[config.mk]
export PLATFORM = sky130hd
export DESIGN_NAME = regfile_mp
export DESIGN_NICKNAME = d
export VERILOG_FILES = /design/src/rtl/regfile_mp_pkg.sv /design/src/rtl/regfile_mp.sv
export SDC_FILE = /design/constraint.sdc
export NUM_CORES = 1
export LEC_CHECK = 0
export ABC_AREA = 0
export BUFFER_PORTS_ARGS = -buffer_cell sky130_fd_sc_hd__buf_4
export CAP_MARGIN = 10
export CORE_UTILIZATION = 47
export CTS_CLUSTER_DIAMETER = 200
export DETAILED_ROUTE_END_ITERATION = 10
export PLACE_DENSITY = 0.75
export SETUP_SLACK_MARGIN = 0.4
export SLEW_MARGIN = 20
export SYNTH_ARGS = -nofsm -noshare
export SYNTH_HDL_FRONTEND = slang
export SYNTH_SLANG_ARGS = --single-unit
[constraint.sdc]
create_clock -name clk -period 4.3 [get_ports clk]
set_input_delay 0.215 -clock clk [delete_from_list [all_inputs] [get_ports clk]]
set_output_delay 0.215 -clock clk [all_outputs]
set_load 0.05 [all_outputs]
[src/rtl/regfile_mp_pkg.sv]
// Shared core types and defaults for the multi-ported register file.
package regfile_mp_pkg;

    localparam int DEF_NREGS = 32;
    localparam int DEF_XLEN  = 32;

    typedef logic [DEF_XLEN-1:0]          word_t;
    typedef logic [$clog2(DEF_NREGS)-1:0] regnum_t;

endpackage

[src/rtl/regfile_mp.sv]
// Multi-read-port register file with a per-register busy scoreboard and a
// sequential zeroing pass (CLEAR) after reset or on request.
module regfile_mp
    import regfile_mp_pkg::*;
#(
    parameter int NREGS   = DEF_NREGS,
    parameter int XLEN    = DEF_XLEN,
    parameter int NRPORTS = 2,
    parameter int BYPASS  = 1,
    localparam int IW     = $clog2(NREGS)
) (
    input  logic                           clk,
    input  logic                           rst,
    input  logic                           clr_req,
    output logic                           ready,
    input  logic [NRPORTS-1:0][IW-1:0]     rd_idx,
    output logic [NRPORTS-1:0][XLEN-1:0]   rd_data,
    output logic [NRPORTS-1:0]             rd_busy,
    input  logic                           wr_en,
    input  logic [IW-1:0]                  wr_idx,
    input  logic [XLEN-1:0]                wr_data,
    input  logic                           rsv_en,
    input  logic [IW-1:0]                  rsv_idx
);

    typedef enum logic {
        S_CLEAR = 1'b0,
        S_READY = 1'b1
    } state_t;

    state_t            state_q, state_d;
    logic [IW-1:0]     cnt_q, cnt_d;
    logic [NREGS-1:0]  busy_q, busy_d;
    logic              ready_q, ready_d;

    logic              mem_we;
    logic [IW-1:0]     mem_waddr;
    logic [XLEN-1:0]   mem_wdata;
    logic [XLEN-1:0]   mem [NREGS];

    // Write/reserve only take effect when operating and not being cleared;
    // index 0 is hardwired to zero and never tracked.
    logic wr_ok, rsv_ok;
    assign wr_ok  = (state_q == S_READY) && !clr_req && wr_en  && (wr_idx  != '0);
    assign rsv_ok = (state_q == S_READY) && !clr_req && rsv_en && (rsv_idx != '0);

    // State, clear counter, scoreboard and ready flag; async active-low reset.
    always_ff @(posedge clk or negedge rst) begin
        if (!rst) begin
            state_q <= S_CLEAR;
            cnt_q   <= IW'(1);
            busy_q  <= '0;
            ready_q <= 1'b0;
        end else begin
            state_q <= state_d;
            cnt_q   <= cnt_d;
            busy_q  <= busy_d;
            ready_q <= ready_d;
        end
    end

    // Next-state: walk the clear counter, or update the scoreboard in READY.
    always_comb begin
        state_d = state_q;
        cnt_d   = cnt_q;
        busy_d  = busy_q;
        case (state_q)
            S_CLEAR: begin
                busy_d = '0;
                if (cnt_q == IW'(NREGS - 1)) state_d = S_READY;
                else                         cnt_d   = cnt_q + IW'(1);
            end
            S_READY: begin
                if (clr_req) begin
                    state_d = S_CLEAR;
                    cnt_d   = IW'(1);
                    busy_d  = '0;
                end else begin
                    // Reserve is applied after the write so it wins on a tie.
                    if (wr_ok)  busy_d[wr_idx]  = 1'b0;
                    if (rsv_ok) busy_d[rsv_idx] = 1'b1;
                end
            end
            default: begin
                state_d = S_CLEAR;
                cnt_d   = IW'(1);
                busy_d  = '0;
            end
        endcase
    end

    // Outputs: registered ready and the single array write port (clear or user).
    always_comb begin
        ready_d   = (state_d == S_READY);
        mem_we    = 1'b0;
        mem_waddr = wr_idx;
        mem_wdata = wr_data;
        if (state_q == S_CLEAR) begin
            mem_we    = 1'b1;
            mem_waddr = cnt_q;
            mem_wdata = '0;
        end else if (wr_ok) begin
            mem_we = 1'b1;
        end
    end

    assign ready = ready_q;

    // Storage array; deliberately not reset, the CLEAR pass zeroes it.
    always_ff @(posedge clk) begin
        if (mem_we) mem[mem_waddr] <= mem_wdata;
    end

    // Combinational read ports; all zero while clearing since the array
    // may still hold stale data there.
    for (genvar p = 0; p < NRPORTS; p++) begin : g_rd
        logic rd_ok, rd_byp;
        assign rd_ok      = (state_q == S_READY) && (rd_idx[p] != '0);
        assign rd_byp     = (BYPASS != 0) && wr_en && (wr_idx == rd_idx[p]);
        assign rd_data[p] = !rd_ok ? '0 : (rd_byp ? wr_data : mem[rd_idx[p]]);
        assign rd_busy[p] = rd_ok && busy_q[rd_idx[p]];
    end

endmodule

# Yosys cells after proc, flatten, opt, wreduce, memory -nomap -nowiden
# Memories as Yosys holds them, arrays and structs flattened.
# Cells that the tools add are included.
dict set report totals {
  mem_count 1
  wordCells 69
  register_bits 38
  out_inout_bits 67
  latchBits 0
  romBits 0
  in_bits 57
  ramBits 1024
}
dict set report op_classes {
  n_eq_ne 5
  mux 30
  mul 0
  addsub 1
  reduce_logical 19
  order_cmp 6
  div 0
  n_bitwise 4
  n_shift 0
}
# memory depth word_bits rd rd_clocked_by_memory_dff wr line
set memory_table {}
lappend memory_table {mem 32 32 2 0 1 regfile_mp.sv:39} ;# logic [XLEN-1:0] mem [NREGS];
# cell n
set ops {}
lappend ops {{$mux W32} 10}
lappend ops {{$pmux W32 S2} 1}
lappend ops {{$and A32 B32 Y32} 1}
lappend ops {{$not A32 Y32} 1}
lappend ops {{$or A32 B32 Y32} 1}
lappend ops {{$lt A5 B6 Y1 const B} 4}
lappend ops {{$reduce_bool A5 Y1} 4}
lappend ops {{$mux W5} 3}
lappend ops {{$logic_and A1 B1 Y1} 13}
lappend ops {{$bmux W1 S5} 2}
lappend ops {{$demux W1 S5} 2}
lappend ops {{$eq A5 B5 Y1} 2}
lappend ops {{$ge A5 B1 Y1 const B} 2}
lappend ops {{$mux W1} 10}
lappend ops {{$pmux W5 S2} 1}
lappend ops {{$add A5 B1 Y5 const B} 1}
lappend ops {{$eq A5 B5 Y1 const B} 1}
lappend ops {{$ne A2 B2 Y1 const B} 2}
lappend ops {{$pmux W1 S2} 1}
lappend ops {{$reduce_and A2 Y1} 1}
lappend ops {{$logic_not A1 Y1} 1}
lappend ops {{$not A1 Y1} 1}

# Logic depth before layout (Yosys ltp)
dict set report depth {
  word_depth 13
  mapped_depth 9
  ltp_nobuf 8
}

# Worst setup path after synthesis
# OpenSTA, ideal clock, no wires.
dict set report synth_timing {
  path_kind {in2out}
  start {in rd_idx[9] (netlist bit)}
  end {out rd_data[62] (netlist bit)}
  t_arrival_ns 3.752
  required_time_ns 4.085
  path_stages 7
  path_buffers 3
  setup_slack_ns 0.333
  cell_sequence {buf_2 inv_1 clkbuf_1 buf_1 mux2i_1 nor3_1 a2111oi_0}
}
# element line
set synth_rtl {}
lappend synth_rtl {{start: declaration} regfile_mp.sv:16} ;# input logic [NRPORTS-1:0][IW-1:0] rd_idx,
lappend synth_rtl {{end: declaration} regfile_mp.sv:17} ;# output logic [NRPORTS-1:0][XLEN-1:0] rd_data,

==> run_results.csv <==
group,metric,value,unit
status,outcome,"completed",
final_layout,mostFrequentLayoutCell,"edfxtp_1",
synthesis,syn-num-nets,3005,
routing,vias_per_cell,7.12,
synthesis,synthTopCellsByArea,"edfxtp_1 (60%), mux4_2 (16%), mux2i_1 (6.0%)",
synthesis,syn-cell-area,51000,µm²
synthesis,synth_cell_type_count,58,
grt,antenna_found_initial,3,
clock_tree,cts_hold_buffers,13,
final_layout,fin_nets,3110,
final_layout,mostFrequentLayoutCells,"edfxtp_1 (1024), mux4_2 (363), mux2i_1 (307)",
grt,grt_util_met1,37.7,%
timing,fmax,0.270,GHz
routing,num_vias,32400,
die,die_h,331,µm
clock_tree,root_buffer,"clkbuf_16",
run,maxCapViolations,0,
clock_tree,clk_pin_slew,0.05,ns
timing,fin_tns_setup,0,ns
synthesis,syn_inst,2946,
synthesis,async_flop_share,3.58,%
routing,wl_per_cell,33.3,µm
grt,track_usage,27.3,%
worst_setup_path,path_class,"in -> out",
timing,slew_headroom,26.5,%
routing,drt_iter0_drc,4790,
placement,port_buffers,123,
worst_setup_path,required,4.09,ns
placement,gp_congestion,0.885,
min_path,hp-class,"in -> reg",
synthesis,yosysTopAreaCell,"edfxtp_1",
clock_tree,postCtsSetupBuffers,0,
routing,dr.pass1.iters,6,
synthesis,synth_warnings,0,
final_layout,synthToLayoutAreaGrowth,12.5,%
synthesis,synth_top_area_share,60.3,%
final_layout,nFillCells,8206,
die,num_io_pins,124,
grt,grt_first_pass_wirelength,219000,µm
worst_setup_path,cp_max_fo,62,
power,power.leakage,19.1,nW
synthesis,synth_compound_area_share,8.66,%
synthesis,ys_ff_latch,1062,
clock_tree,max-clock-path-buffers,3,
routing,totalWireLength,151000,µm
grt,use_met2,41.5,%
die,num_rows,120,
routing,drtAntennaViolNets,0,
timing,rsz0062_at_grt,"no",
synthesis,synth-simple-area-share,2.78,%
power,power_density,480,nW/µm²
worst_setup_path,regToRegStartpoint,"ready$_DFF_PN0_",
grt,grt.overflow.total,0,
synthesis,synth-xor-area-share,0.189,%
synthesis,synth_flop_cell,"edfxtp_1",
min_path,hp-start,"wr_idx[2]",
synthesis,synth-edff-count,1024,
timing,setup_viol,0,
final_layout,drive_gt1_share,27.9,%
synthesis,syn_avg_cell_area,17.3,µm²
clock_tree,cts_tree,"built",
die,core_area,107000,µm²
die,die_w,331,µm
clock_tree,cts_sinks,1062,
clock_tree,clkLatencyLatePin,0.70,ns
worst_setup_path,critPathArrivalTime,3.48,ns
synthesis,synth_top_family_by_area,"multiplexers",
grt,use_met3,7.22,%
timing,skew,0.0200,ns
final_layout,final_util,53.4,%
worst_setup_path,startpoint,"rd_idx[1]",
synthesis,ys_seq_area_share,62.2,%
synthesis,synth-adder-area-share,0.0491,%
power,ir_drop,0.405,mV
grt,grt_pass1_vias,31900,
timing,fin_crit_sh,86.0,%
timing,tightest_slew,1.10,ns
worst_setup_path,cp-end-kind,"primary output",
timing,fin_crit,3.70,ns
worst_setup_path,startpoint_type,"input port",
placement,dp_hpwl,88300,µm
die,initial_core_util,47.5,%
timing,hold_violations,0,
grt,grt_max_degree,93,
routing,drcViolationCount,0,
clock_tree,numCtsBuffers,103,
timing,maxSlewViolCount,0,
clock_tree,cts_resized,0,
grt,busiest_layer,"met2",
synthesis,synth_mux_area_share,23.4,%
die,die_area,110000,µm²
clock_tree,htree_levels,3,
## synth_stat cells, types with 3 or more instances
cell,n
buf_6,22
and3_1,5
a21oi_1,64
nand2b_1,8
a221oi_1,125
nor2b_1,41
mux2i_1,307
o21ai_1,56
nor4b_1,3
buf_1,8
clkbuf_1,98
xor2_1,8
nand4b_1,3
buf_2,66
and2_1,34
nand2_1,48
nand3_1,14
mux4_2,363
buf_4,44
nand4_1,4
nor3_1,6
o221ai_1,39
o211ai_1,3
edfxtp_1,1024
o21ai_0,72
nor2_1,107
o22ai_1,6
nor4_1,4
a22oi_1,95
mux2_2,63
dfrtp_1,37
a221o_1,62
inv_1,11
a211oi_1,60
xnor2_1,3
## path summary, 6_finish.rpt
kind,slack [ns],cells after the start,to
max,0.60,8,rd_data[19]
min,0.04,4,busy_q[15]$_DFF_PN0_
max reg2reg,1.05,5,mem[13][30]$_DFFE_PP_
min reg2reg,0.53,2,cnt_q[0]$_DFFE_PN1N_
max in group asynchronous,3.86,2,cnt_q[0]$_DFFE_PN1N_
min in group asynchronous,0.07,2,busy_q[2]$_DFF_PN0_
## per-stage QoR
step	hold slack, ns	setup slack, ns	power, mW	instances	area (µm²)
floorplan	-0.0806	0.681	16.3	2946	51000
global placement	0.217	0.850	18.4	4331	53800
detailed placement	0.220	0.873	18.5	4333	53800
CTS	0.00476	0.832	27.4	4537	57300
global route	0.0652	0.679	28.2	4540	57400
finish	0.0395	0.603	27.5	4543	57400
## logic make-up after synthesis
group           after synthesis
compound gates              598
mux                         733
flops                      1062
simple gates                288
xor+xnor                     11
buf+inv                     252
fa+ha+maj                     2
## flip-flops by register name, summed over array words and instances (netlist names)
register	flops
busy_q	32
cnt_q	5
mem	1024
ready	1
## layout make-up
| class | count | area (µm²) | share of cell area (%) |
|---|---|---|---|
| inverter | 11 | 42.5 | 0.0741 |
| multi-input combinational | 1632 | 18200 | 31.8 |
| clock buffer | 119 | 2680 | 4.67 |
| clock inverter | 72 | 662 | 1.15 |
| tap | 1403 | 1760 | 3.06 |
| antenna | 3 | 7.51 | 0.0131 |
| sequential | 1062 | 31700 | 55.3 |
| timing repair buffer | 241 | 2300 | 4.01 |
## critical path, stage by stage
cell and delay [ns]:
buf_8 0.44, buf_12 0.42, mux4_2 0.55, nor2b_1 0.14, a211oi_1 0.81, a211oi_1 0.20, a221o_1 0.37, buf_4 0.21
## metal layers
layer	part of all wire, %	wire [µm]	vias up
met5	0.020	31	-
met4	4.3	6550	6
met3	14	21400	466
met2	45	68400	2566
met1	36	55100	16500
li1	-	-	12800
## power by group
group,switching (mW),internal [mW]
registers,0.470,12.8
logic,3.42,1.71
clock network,4.00,5.08
total,7.90,19.6
Note: power is estimated with default switching activity, not from simulation.
